### src/rtl/seg7_if.sv
// Segment loopback bundle: raw pattern in, decoded
// digit and status flags out.
interface seg7_if;
  logic [6:0] seg_in;
  logic [3:0] value;
  logic       valid;
  logic       blank;
  logic       err;
  logic       upd;

  modport master (
    output seg_in,
    input  value, valid, blank, err, upd
  );

  modport slave (
    input  seg_in,
    output value, valid, blank, err, upd
  );
endinterface

### src/rtl/seg7_decoder.sv
// Active-low 7-segment pattern to hex decoder with
// stability qualification and blank/illegal flags.
module seg7_decoder #(
  parameter int STABLE_CYCLES = 4,
  parameter int CNT_W         = 8
) (
  input  logic  clk,
  input  logic  rst,
  seg7_if.slave bus
);
  typedef enum logic {ACQUIRE, LOCKED} state_t;

  localparam logic [CNT_W-1:0] CNT_MAX =
    CNT_W'(STABLE_CYCLES - 1);
  localparam logic [CNT_W-1:0] CNT_PRE =
    CNT_W'(STABLE_CYCLES - 2);

  state_t           state, state_n;
  logic [6:0]       s, s_n;
  logic [CNT_W-1:0] cnt, cnt_n;
  logic             commit;

  logic [3:0]       dig;
  logic             legal;
  logic             is_blank;
  logic [3:0]       nxt_value;
  logic             nxt_err;

  always_comb begin
    state_n = state;
    s_n     = s;
    cnt_n   = cnt;
    commit  = 1'b0;
    unique case (state)
      ACQUIRE: begin
        if (bus.seg_in != s) begin
          s_n   = bus.seg_in;
          cnt_n = '0;
        end else if (cnt == CNT_PRE) begin
          cnt_n   = CNT_MAX;
          commit  = 1'b1;
          state_n = LOCKED;
        end else begin
          cnt_n = cnt + 1'b1;
        end
      end
      LOCKED: begin
        if (bus.seg_in != s) begin
          s_n     = bus.seg_in;
          cnt_n   = '0;
          state_n = ACQUIRE;
        end
      end
      default: state_n = LOCKED;
    endcase
  end

  // s equals seg_in on a commit edge, so decode the register
  always_comb begin
    {legal, dig} = 5'h00;
    unique case (s)
      7'b1000000: {legal, dig} = 5'h10;
      7'b1111001: {legal, dig} = 5'h11;
      7'b0100100: {legal, dig} = 5'h12;
      7'b0110000: {legal, dig} = 5'h13;
      7'b0011001: {legal, dig} = 5'h14;
      7'b0010010: {legal, dig} = 5'h15;
      7'b0000010: {legal, dig} = 5'h16;
      7'b1111000: {legal, dig} = 5'h17;
      7'b0000000: {legal, dig} = 5'h18;
      7'b0010000: {legal, dig} = 5'h19;
      7'b0001000: {legal, dig} = 5'h1A;
      7'b0000011: {legal, dig} = 5'h1B;
      7'b1000110: {legal, dig} = 5'h1C;
      7'b0100001: {legal, dig} = 5'h1D;
      7'b0000110: {legal, dig} = 5'h1E;
      7'b0001110: {legal, dig} = 5'h1F;
      default:    {legal, dig} = 5'h00;
    endcase
  end

  assign is_blank  = (s == 7'h7F);
  assign nxt_value = legal ? dig : bus.value;
  assign nxt_err   = !legal && !is_blank;

  always_ff @(posedge clk or posedge rst) begin
    if (rst) begin
      state <= LOCKED;
      s     <= 7'h7F;
      cnt   <= CNT_MAX;
    end else begin
      state <= state_n;
      s     <= s_n;
      cnt   <= cnt_n;
    end
  end

  always_ff @(posedge clk or posedge rst) begin
    if (rst) begin
      bus.value <= 4'h0;
      bus.valid <= 1'b0;
      bus.blank <= 1'b1;
      bus.err   <= 1'b0;
      bus.upd   <= 1'b0;
    end else if (commit) begin
      bus.value <= nxt_value;
      bus.valid <= legal;
      bus.blank <= is_blank;
      bus.err   <= nxt_err;
      bus.upd   <=
        {nxt_value, legal, is_blank, nxt_err} !=
        {bus.value, bus.valid, bus.blank, bus.err};
    end else begin
      bus.upd <= 1'b0;
    end
  end
endmodule

### src/flat_wrapper.sv
// flat-port wrapper written by rule: the top's interface ports become plain ports
module seg7_decoder_flat 
#(
  parameter int STABLE_CYCLES = 4,
  parameter int CNT_W         = 8
)
  (clk, rst, bus_seg_in, bus_value, bus_valid, bus_blank, bus_err, bus_upd);
  seg7_if bus_i ();
  input  logic clk;
  input  logic rst;
  input wire logic [$bits(bus_i.seg_in)-1:0] bus_seg_in;
  output wire logic [$bits(bus_i.value)-1:0] bus_value;
  output wire logic [$bits(bus_i.valid)-1:0] bus_valid;
  output wire logic [$bits(bus_i.blank)-1:0] bus_blank;
  output wire logic [$bits(bus_i.err)-1:0] bus_err;
  output wire logic [$bits(bus_i.upd)-1:0] bus_upd;
  assign bus_i.seg_in = bus_seg_in;
  assign bus_value = bus_i.value;
  assign bus_valid = bus_i.valid;
  assign bus_blank = bus_i.blank;
  assign bus_err = bus_i.err;
  assign bus_upd = bus_i.upd;
  seg7_decoder #(.STABLE_CYCLES(STABLE_CYCLES), .CNT_W(CNT_W)) u_core (.clk(clk), .rst(rst), .bus(bus_i));
endmodule
### config.mk
export PLATFORM = sky130hd
export DESIGN_NAME = seg7_decoder_flat
export DESIGN_NICKNAME = d
export VERILOG_FILES = /design/src/rtl/seg7_if.sv /design/src/rtl/seg7_decoder.sv /design/src/flat_wrapper.sv
export SDC_FILE = /design/constraint.sdc
export NUM_CORES = 1
export LEC_CHECK = 0
export ABC_AREA = 1
export CAP_MARGIN = 20
export CORE_MARGIN = 8
export CORE_UTILIZATION = 45
export DETAILED_ROUTE_END_ITERATION = 16
export DONT_BUFFER_PORTS = 1
export SYNTH_ARGS = -nofsm -noshare
export SYNTH_HDL_FRONTEND = slang
export SYNTH_SLANG_ARGS = --single-unit
export TNS_END_PERCENT = 50
### constraint.sdc
create_clock -name clk -period 2.2 [get_ports clk]
set_clock_uncertainty 0.1 [all_clocks]
set_input_delay 0.66 -clock clk [delete_from_list [all_inputs] [get_ports clk]]
set_output_delay 0.66 -clock clk [all_outputs]
set_load 0.01 [all_outputs]
Word level (Yosys, flattened, before mapping)

Index checks and enable logic that the tools add are counted.

Add/subtract/negate cells: 1
Bitwise gates (word level): 1
Muxes and demuxes: 14
Reduce and logical (&&, ||, !) cells: 5
Eq/ne operators: 20

Operator list:

| kind                | count |
|---|---|
| $pmux 4 s15         | 1 |
| $eq 7x7->1 const B  | 5 |
| $mux 8              | 3 |
| $eq 7x5->1 const B  | 3 |
| $eq 7x6->1 const B  | 3 |
| $pmux 8 s2          | 1 |
| $reduce_or 16->1    | 1 |
| $eq 7x2->1 const B  | 2 |
| $eq 7x4->1 const B  | 2 |
| $ne 7x7->1          | 2 |
| $add 8x1->8 const B | 1 |
| $eq 8x2->1 const B  | 1 |
| $eq 7x3->1 const B  | 1 |
| $logic_not 7->1     | 1 |
| $mux 7              | 1 |
| $mux 1              | 6 |
| $mux 4              | 1 |
| $logic_not 1->1     | 2 |
| $ne 2x2->1 const B  | 1 |
| $pmux 1 s2          | 1 |
| $logic_and 1x1->1   | 1 |
| $not 1->1           | 1 |

Flip-flop bits (word level): 24

Depth between registers and ports, before layout

Depth in word-level cells: 7
Gate-level depth with buffers: 14
Mapped depth without buffers: 13

Worst setup path before layout

No wires, ideal clock.

Kind: input-to-reg
From: input bus_seg_in[1]
To: register u_core.bus.value[3]
Path slack: 416 ps
Buffers on the path: 0
Stages: 9
Setup time: 126 ps
Data arrival time: 1558 ps
Required time: 1974 ps
Cell sequence: xor2_1 > nor3_1 > nand2_2 > nor2_4 > nand2_1 > clkinv_1 > nand2_2 > inv_2 > o22ai_1

Cells in the longest elaborated chain, start to end: 3

Ends and longest elaborated chain:

| item                   | RTL line            | RTL |
|---|---|---|
| start: declaration     | flat_wrapper.sv:11  | `input wire logic [$bits(bus_i.seg_in)-1:0] bus_seg_in;` |
| $ne 7x7->1             | seg7_decoder.sv:36  | `if (bus.seg_in != s) begin` |
| $mux 1                 | seg7_decoder.sv:36  |  |
| $mux 1                 | seg7_decoder.sv:34  | `unique case (state)` |
| end signal: assignment | seg7_decoder.sv:106 | `bus.value <= nxt_value;` |
| end: declaration       | seg7_if.sv:18       | `output value, valid, blank, err, upd` |

No other way between the ends.
A chain may end at the register's enable or synchronous reset.

Final worst setup path

From: register u_core.s[3]
To: register u_core.bus.upd

Cells in the longest elaborated chain, start to end: 7
Elaborated cells between the ends (all ways): 29

Ends and longest elaborated chain:

| item                                     | RTL line            | RTL |
|---|---|---|
| start: declaration                       | seg7_decoder.sv:19  | `logic [6:0] s, s_n;` |
| start signal: assignment                 | seg7_decoder.sv:93  | `s <= s_n;` |
| $eq 7x7->1, or another cell as far along | seg7_decoder.sv:61  | `unique case (s)` |
| $reduce_or 16->1 (no source line)        | --                  |  |
| $mux 1                                   | seg7_decoder.sv:61  |  |
| $logic_not 1->1                          | seg7_decoder.sv:84  | `assign nxt_err = !legal && !is_blank;` |
| $logic_and 1x1->1                        | seg7_decoder.sv:84  |  |
| $ne 7x7->1                               | seg7_decoder.sv:111 | `{nxt_value, legal, is_blank, nxt_err} !=` |
| $mux 1 (*)                               | seg7_decoder.sv:105 | `end else if (commit) begin` |
| end signal: assignment                   | seg7_decoder.sv:110 | `bus.upd <=` |
| end: declaration                         | seg7_if.sv:18       |  |

Mark *: on every way between the ends. The rest lies on a longest branch, timed or not.

==> impl_metrics.yaml <==
outcome:
  status: "finished, final reports clean"
logic_synthesis:
  yosysMostFrequentCell: "nand2_1"
  synth_ff_type: "dfrtp_1"
  synth_area_leaders: "dfrtp_1, dfstp_2, nand2_1"
  ys_async_sr_fraction: 1.00
  synth_top_area_frac: 0.192
  yosysSeqAreaShare: 0.363
  yosysUniqueCellTypes: 26
  syn-num-nets: 254
  synth-edff-count: 0
  yosysWarnings: 0
  synth_area_um2: 1690
  syn_inst: 243
  yosys.area.top_type: "dfrtp_1"
  ys_ff_latch: 24
  synth_common_cells: "nand2_1, nor2_1, inv_1"
  postSynthAreaPerCell_um2: 6.97
global_route:
  grt_max_degree: 25
  grt_antenna_before_repair: 0
  track_usage: 0.118
  gr-total-overflow: 0
  grt_pass1_vias: 1281
  grt_pass1_wl_um: 5980
critical_path:
  critical_path_class: "reg -> reg"
  critPathLaunchType: "flip-flop"
  required_ns: 2.25
  end_kind: "flip-flop"
  arrival_ns: 1.94
  critical_path.max_fanout: 7
die:
  core_um2: 3630
  io_pins: 17
  die_h_um: 77.4
  chipWidth_um: 77.4
  initial_core_util: 0.466
  die_area_um2: 5980
  rows: 22
layout:
  area_delta_synth_final_pct: 2.81
  fin_area_um2: 1740
  nFillCells: 389
  drive_gt1_frac: 0.156
  nets: 249
  antenna_cells: 0
drt:
  dr.pass1.iters: 4
  via_per_inst: 4.85
  routed_wl_um: 3300
  routedWlPerCell_um: 11.6
  drc: 0
  drtIter0Drc: 94
  drtAntennaViolNets: 0
  num_vias: 1383
clock_network:
  clkLatencyLatePin_ns: 0.26
  cts_tree: "built"
  cts_repair_resize_count: 0
  h-tree-depth: 1
  cts.path.max_buffers: 2
  cts_hold_buffers: 0
  numCtsBuffers: 3
  cts-root-buf: "clkbuf_8"
  path_clk_slew_ns: 0.08
  postCtsSetupRepairBufs: 0
  clock_sinks: 24
place:
  dpl_worst_slack_ns: 0.267
  gp_congestion: 0.865
  place_area_um2: 1700
  io_buffers: 0
  hpwlAfterDp_um: 2700
pwr:
  p_per_area_nw_per_um2: 464
  p_clk_frac: 0.318
  switching_share: 0.249
  power_switching_mw: 0.201
  seqPwrFrac: 0.581
  p_leak_nw: 0.828
  p_comb_frac: 0.101
  peakVddDrop_mv: 0.310
  p_int_mw: 0.606
timing:
  fmax_ghz: 0.529
  rsz0062_at_grt: "no"
  slew_viol_final: 0
  fin_setup_tns_ns: 0
  slew-limit-headroom: 0.783
  period_share: 0.859
  setup_violations: 0
  post-route-min-period_ns: 1.89
  final-hold-violation-count: 0
  worst_pin_slew_ns: 0.324
  finalWorstSetupSlack_ns: 0.311
run:
  maxCapViolCount: 0
hold_path:
  hold_path_class: "in -> async"
registers in the layout, summed over array words and instances (netlist names):
signal and count:
u_core.s 7, u_core.bus.valid 1, u_core.cnt 8, u_core.bus.err 1
u_core.bus.value 4, u_core.bus.blank 1, u_core.bus.upd 1, u_core.state 1
layout make-up:
type                       count  area, um2  share of cell area
clock buffer                   3       41.3              0.0237
clock inverter                 1       3.75             0.00216
inverter                      35        131              0.0754
multi-input combinational    173        883               0.507
sequential                    24        614               0.353
tap                           48       60.1              0.0345
timing repair buffer           1       7.51             0.00431
stage by stage:
stage / utilization / std cells / power, mW / hold WS, ns
3_3_place_gp: 0.467 / 281 / 0.559 / 0.418
5_1_grt: 0.479 / 285 / 0.851 / 0.245
4_1_cts: 0.479 / 285 / 0.822 / 0.231
2_1_floorplan: - / 243 / 0.551 / 0.397
3_5_place_dp: 0.467 / 281 / 0.559 / 0.423
6_report: 0.479 / 285 / 0.808 / 0.228
cell usage in the layout, fill, tap and decap left out, drive strengths merged, types with 8 or more instances in the layout:
cell / netlist / final
xor2: 11 / 11
nand3: 20 / 20
nor3: 8 / 8
nand2: 58 / 58
inv: 34 / 34
dfrtp: 13 / 13
dfstp: 11 / 11
o22ai: 9 / 9
nor2: 48 / 48
o21ai: 8 / 8
layer usage:
metal  up-vias  share of wire  global-route usage
li1        748              -                   -
met1       609           0.51               0.167
met2        24           0.44               0.180
met3         2          0.046              0.0242
met4         0         0.0076              0.0283
met5         -              0                   0
worst max-delay path, stage by stage, from the launching register on:
cell and delay, ns:
dfstp_2 0.62, inv_1 0.09, nor2_1 0.17, nand2_1 0.09, nand2_1 0.10, nand2_1 0.10, nand2_2 0.10, nor2_4 0.05
nand3_2 0.08, nand2_1 0.06, nand2_1 0.06, inv_1 0.04, nor2_1 0.07, a21oi_1 0.07
power by group through the flow:
stage                     Clock (mW)  Combinational (mW)  Sequential, mW
after floorplan                    0              0.0833           0.468
after global placement             0              0.0823           0.477
after detailed placement           0              0.0815           0.477
after CTS                      0.270              0.0818           0.469
after global routing           0.284              0.0948           0.472
final                          0.257              0.0814           0.469
cell families (layout without fill, tap and decap cells):
logic type               Yosys count  in the layout  share of synthesized area
AND/OR/NAND/NOR                  137            137                      0.364
flip-flops                        24             24                      0.363
adder cells (fa/ha/maj)            2              2                     0.0148
buffers and inverters             46             40                      0.116
AO/OA/AOI/OAI                     20             20                     0.0702
XOR/XNOR                          14             14                     0.0724
worst paths after layout:
kind / startpoint / endpoint / slack, ns / cells after the start
setup / recovery: u_core.s[3] / u_core.bus.upd / 0.31 / 13
hold / removal: rst / u_core.cnt[2] / 0.23 / 2
setup reg to reg: u_core.s[3] / u_core.bus.upd / 0.31 / 13
hold reg to reg: u_core.bus.blank / u_core.bus.blank / 0.43 / 2
max in group asynchronous: rst / u_core.bus.blank / 1.49 / 2
min in group clk: bus_seg_in[1] / u_core.s[1] / 0.29 / 0
Power figures use the tool's default switching activity.
